--- config.mk ---
export PLATFORM = sky130hd
export DESIGN_NAME = analsy_len
export DESIGN_NICKNAME = d
export VERILOG_FILES = /design/src/rtl/analsy_len.sv
export SDC_FILE = /design/constraint.sdc
export NUM_CORES = 1
export LEC_CHECK = 0
export ABC_AREA = 1
export CAP_MARGIN = 20
export CORE_MARGIN = 8
export CORE_UTILIZATION = 30
export CTS_CLUSTER_DIAMETER = 100
export DETAILED_ROUTE_END_ITERATION = 6
export MAX_ROUTING_LAYER = met4
export PLACE_DENSITY_LB_ADDON = 0.25
export SKIP_CTS_REPAIR_TIMING = 1
export SYNTH_ARGS = -nofsm -noshare
export SYNTH_HDL_FRONTEND = slang
export SYNTH_SLANG_ARGS = --single-unit
--- constraint.sdc ---
create_clock -name clk -period 3.7 [get_ports clk]
set_input_delay 0.74 -clock clk [delete_from_list [all_inputs] [get_ports clk]]
set_output_delay 0.74 -clock clk [all_outputs]
set_load 0.05 [all_outputs]
--- src/rtl/analsy_len.sv ---
// analsy_len: iterative MSB-first bit-length analyser. It examines CHUNK = 2**EXPAND_LEVEL bits per clock and stops early.
// Optional macro ANALSY_LEN_HOLD_READY_EN: result_ready stays high from completion until the next accepted start.
module analsy_len #(
    parameter int BUS_WIDTH    = 64,
    parameter int EXPAND_LEVEL = 1
) (
    input  logic                 clk,
    input  logic                 rst,
    input  logic [BUS_WIDTH-1:0] din,
    input  logic                 we,
    output logic                 result_ready,
    output logic                 busy,
    output logic [BUS_WIDTH-1:0] result
);
    localparam int CHUNK  = 1 << EXPAND_LEVEL;
    localparam int NCHUNK = BUS_WIDTH / CHUNK;
    localparam int CNT_W  = (NCHUNK > 1) ? $clog2(NCHUNK) : 1;
    localparam int LZ_W   = EXPAND_LEVEL + 1;

    typedef enum logic {
        ST_IDLE = 1'b0,
        ST_SCAN = 1'b1
    } state_t;

    state_t               r_state;
    state_t               w_state_nxt;
    logic [BUS_WIDTH-1:0] r_sr;
    logic [BUS_WIDTH-1:0] r_result;
    logic [CNT_W-1:0]     r_cnt;
    logic                 r_ready;

    logic [CHUNK-1:0]     w_chunk;
    logic [LZ_W-1:0]      w_lz;
    logic [31:0]          w_len;
    logic                 w_hit;
    logic                 w_last;
    logic                 w_accept;
    logic                 w_done;

    assign w_chunk  = r_sr[BUS_WIDTH-1 -: CHUNK];
    assign w_hit    = |w_chunk;
    assign w_last   = (r_cnt == CNT_W'(NCHUNK - 1));
    assign w_accept = (r_state == ST_IDLE) && we;
    assign w_done   = (r_state == ST_SCAN) && (w_hit || w_last);

    // Leading-zero count inside the top chunk. The highest set bit is visited last, so it wins.
    always_comb begin
        // NOTE: assign the default before the loop so every path drives w_lz and no latch is inferred.
        w_lz = LZ_W'(CHUNK);
        for (int i = 0; i < CHUNK; i++) begin
            if (w_chunk[i]) begin
                w_lz = LZ_W'(CHUNK - 1 - i);
            end
        end
    end

    assign w_len = 32'(BUS_WIDTH) - (32'(r_cnt) << EXPAND_LEVEL) - 32'(w_lz);

    // State register.
    always_ff @(posedge clk) begin
        // NOTE: sequential state is updated with <= only, so every flop samples pre-edge values.
        if (rst) begin
            r_state <= ST_IDLE;
        end else begin
            r_state <= w_state_nxt;
        end
    end

    // Next-state logic.
    always_comb begin
        w_state_nxt = r_state;
        case (r_state)
            ST_IDLE: if (we)             w_state_nxt = ST_SCAN;
            ST_SCAN: if (w_hit || w_last) w_state_nxt = ST_IDLE;
            default:                      w_state_nxt = ST_IDLE;
        endcase
    end

    // Output logic.
    always_comb begin
        busy         = (r_state == ST_SCAN);
        result_ready = r_ready;
        result       = r_result;
    end

    // Datapath: the shift register brings the next chunk to the top on each empty scan step.
    always_ff @(posedge clk) begin
        if (rst) begin
            r_sr     <= '0;
            r_cnt    <= '0;
            r_result <= '0;
        end else if (w_accept) begin
            r_sr  <= din;
            r_cnt <= '0;
        end else if (r_state == ST_SCAN) begin
            if (w_hit) begin
                r_result <= BUS_WIDTH'(w_len);
            end else if (w_last) begin
                r_result <= '0;
            end else begin
                r_sr  <= r_sr << CHUNK;
                r_cnt <= r_cnt + CNT_W'(1);
            end
        end
    end

    always_ff @(posedge clk) begin
        if (rst) begin
            r_ready <= 1'b0;
        end else begin
`ifdef ANALSY_LEN_HOLD_READY_EN
            if (w_done) begin
                r_ready <= 1'b1;
            end else if (w_accept) begin
                r_ready <= 1'b0;
            end
`else
            r_ready <= w_done;
`endif
        end
    end

endmodule

Word-level counts from Yosys, hierarchy flattened
Index checks and enable logic that the tools add are counted.
Word-level totals
  flip-flop bits (word level): 135
  bits in latches: 0
  bits in writable memories: 0
  ROM bits: 0
  input port bits: 67
  output and inout bits: 66
  word-level logic and storage cells: 36
  memories: 0
Operators by class
  add/sub/neg operators: 3
  multipliers: 0
  div/mod/pow operators: 0
  order comparisons: 0
  equal/unequal tests: 3
  shift operators: 0
  muxes and demuxes: 11
  bitwise logic cells: 4
  reductions and logical operators: 10
Operators with widths (count)
  $mux W64: 6
  $reduce_and A3 Y1: 3
  $sub A8 B3 Y9: 1
  $sub A7 B6 Y8 const A: 1
  $add A5 B1 Y5 const B: 1
  $eq A5 B5 Y1 const B: 1
  $mux W2: 2
  $ne A2 B1 Y1 const B: 2
  $not A1 Y1: 4
  $reduce_bool A2 Y1: 2
  $reduce_or A2 Y1: 2
  $logic_and A1 B1 Y1: 2
  $mux W1: 2
  $pmux W1 S2: 1
  $logic_or A1 B1 Y1: 1

Depth between registers and ports, before layout
  depth in word-level cells: 5
  mapped depth: 13
  mapped depth without buffers: 12

Least setup slack after synthesis
OpenSTA, ideal clock, no wires.
  kind: register -> output
  from: register result[30] (netlist name)
  to: output result[10]
  arrival time: 1.319 ns
  data required time: 2.960 ns
  path slack: 1.641 ns
  cell stages (with the launch flop): 2
  path through: dfxtp_1 -> buf_4
RTL lines
  end, declared: line 13  | output logic [BUS_WIDTH-1:0] result

==> out/summary.txt <==
Post-Synthesis Cells = 501
Post-synth EDFFs = 0
Post-Syn Area = 0.00383 mm²
TNS Setup = 0 ns
Vert. Die Dim = 129 µm
WL per Instance = 13.0 µm
area delta synth->final = 27.5%
H-tree depth = 3
CTS tree = built
Primary FF master, synth = dfxtp_1
layout cells sized above 1 = 4.58%
hpwl dp = 6780 µm
Root Buffer = clkbuf_16
most frequent cells after synthesis = nand2_1, dfxtp_1, buf_4
top-count cell post-synth = nand2_1
MaxCap Viol Count = 0
core box area = 0.0126 mm²
#FFs+latches synth = 80
I/O Buffers = 100
largest net degree at the start of global routing = 67
CTS max path bufs = 2
num rows = 41
Initial Utilization = 30.5%
endpoints failing hold = 0
Clock Latency Late Sink = 0.34 ns
GRT overflow = 0
Filler cells = 1,329
Int Pwr = 0.00160 W
top cells by area, synth = dfxtp_1, nand2_1, buf_4
full die area = 0.0167 mm²
final max-slew violation count = 0
drt first-iter violations = 259
RSZ-0062 raised after global routing = false
Max VDD drop = 0.231 mV
# clock sinks = 80
worst path cell trace = clkdlybuf4s50_1
final antenna-violating net count = 0
Slew @ Worst Pin = 0.688 ns
fin nets = 635
Yosys warning count = 0
Total Routing Usage GR = 11.9%
routability cong. = 0.814
Synth cell types = 26
Post-synth ARST share = 0%
drt drc = 0
drt pass-1 iters = 5
critical path peak fanout = 25
Period minus WS final = 2.76 ns
antenna violations before repair = 0
Diodes inserted = 0
IO Pins = 133
syn_area_per_cell = 7.65 µm²
buffer and inverter count on the worst path = 1
slowest library cell on the worst path = clkdlybuf4s50_1
clk_skew = 0.00761 ns
max incr delay on CP = 0.94 ns
Comb pwr share = 19.1%
TritonCTS buffer count = 9
outcome = finished clean
Seq/Total Area, Yosys = 41.8%
utilization after layout = 38.9%
Fmax = 363 MHz
Switch Pwr = 0.000681 W
slew margin rel. = 54.1%
vias per inst = 4.54
crit-path leading delay family = buffers and inverters
leading area contributor after synthesis = dfxtp_1
routed via count = 3,358
Die X = 129 µm
Period Utilization, post-route = 74.5%
critical path type = reg2out
CP required = 2.96 ns
share of the synthesized area in the top cell type = 41.8%
power share of the clock group = 39.1%
critical path arrival = 2.02 ns
drt total wl = 9600 µm
pwr dens = 467 mW/mm²
crit start category = register
Seq. cell area = 0.00160 mm²
first-pass GRT wire length = 15,400 µm
Sequential Power Share = 41.8%
multi-input logic area = 0.00168 mm²
Final Setup Violations = 0
Worst setup EP type = primary output
Lkg Pwr = 1.81 nW
worst hold path type = reg2reg
vias in the first global route = 3,256
CTS clock-pin slew for the worst setup and hold paths = 0.06 ns
Net Sw Frac = 29.8%
==> power by group through the flow <==
stage / Clock, W / Sequential, W / Combinational [W]
after floorplan: 0 / 0.000985 / 0.000336
after global placement: 0 / 0.000973 / 0.000434
after detailed placement: 0 / 0.000974 / 0.000439
after CTS: 0.000917 / 0.000956 / 0.000440
after global routing: 0.000952 / 0.000963 / 0.000481
final: 0.000893 / 0.000956 / 0.000437
==> final timing paths <==
kind | from | endpoint | slack [ns] | depth (start not counted)
max | result[30] | result[14] | 0.94 | 1
max reg2reg | r_cnt[0] | r_cnt[3] | 1.25 | 12
min reg2reg | r_sr[0] | r_sr[0] | 0.46 | 2
min | r_sr[0] | r_sr[0] | 0.46 | 2
==> worst register-to-register path: stages (launching register included) <==
cell and delay (ns):
dfxtp_1 0.37, ha_1 0.24, inv_1 0.07, nor3_1 0.05, ha_1 0.20, inv_1 0.07
nand2_2 0.08, nor2_4 0.13, buf_4 0.56, inv_1 0.23, nor2_1 0.16, o21ai_0 0.09
a21oi_1 0.14
==> placed cells by master, fill, tap and decap left out <==
cell,n
a21boi_0,2
a21oi_1,45
a22oi_1,29
a31oi_1,32
buf_2,1
buf_4,4
bufinv_16,1
clkbuf_1,1
clkbuf_16,9
clkdlybuf4s50_1,99
clkinv_2,1
clkinvlp_4,2
conb_1,32
dfxtp_1,80
fa_1,1
ha_1,4
inv_1,18
inv_2,2
inv_6,2
nand2_1,165
nand2_2,1
nand3_1,12
nand3b_1,2
nand4_1,2
nor2_1,11
nor2_4,3
nor3_1,1
o21ai_0,5
xnor2_1,1
==> registers in the layout, indices dropped and copies added, names as in the netlist <==
signal	cells
r_sr	64
busy	1
result_ready	1
r_cnt	5
result	9
==> cell type report <==
type | instances | share of cell area (%)
well taps | 172 | 4.40
multi-input cells | 348 | 34.3
clock inverters | 6 | 1.38
clock buffers | 10 | 4.68
repair buffers | 104 | 21.0
inverters | 20 | 1.54
flip-flops and latches | 80 | 32.8
==> kinds of logic after synthesis <==
kind of cell               Yosys count  share of synthesized area (%)
and+or+nand+nor                    197                           20.6
adders and majority gates            5                           1.83
buffers and inverters              104                           17.7
AOI/OAI and AO/OA                  113                           17.8
xor gates and xnor gates             1                          0.229
other                                1                         0.0978
DFF                                 80                           41.8
==> per-layer routing <==
layer,up-vias,wire [µm],track usage (%)
li1,1702,-,-
met1,1531,4330,13.9
met2,116,4460,19.2
met3,9,721,3.94
met4,0,95,3.32
met5,-,0,-
==> through the flow <==
step	instances	setup slack [ns]	instance area, µm²	power, W	hold WS (ns)
2_1_floorplan	532	1.64	3950	0.00132	0.439
3_3_place_gp	724	1.06	4590	0.00141	0.450
3_5_place_dp	724	1.03	4590	0.00141	0.456
4_1_cts	740	0.884	4890	0.00231	0.464
5_1_grt	740	0.751	4890	0.00240	0.482
6_report	740	0.942	4890	0.00229	0.459
(Power assumes the default switching activity.)
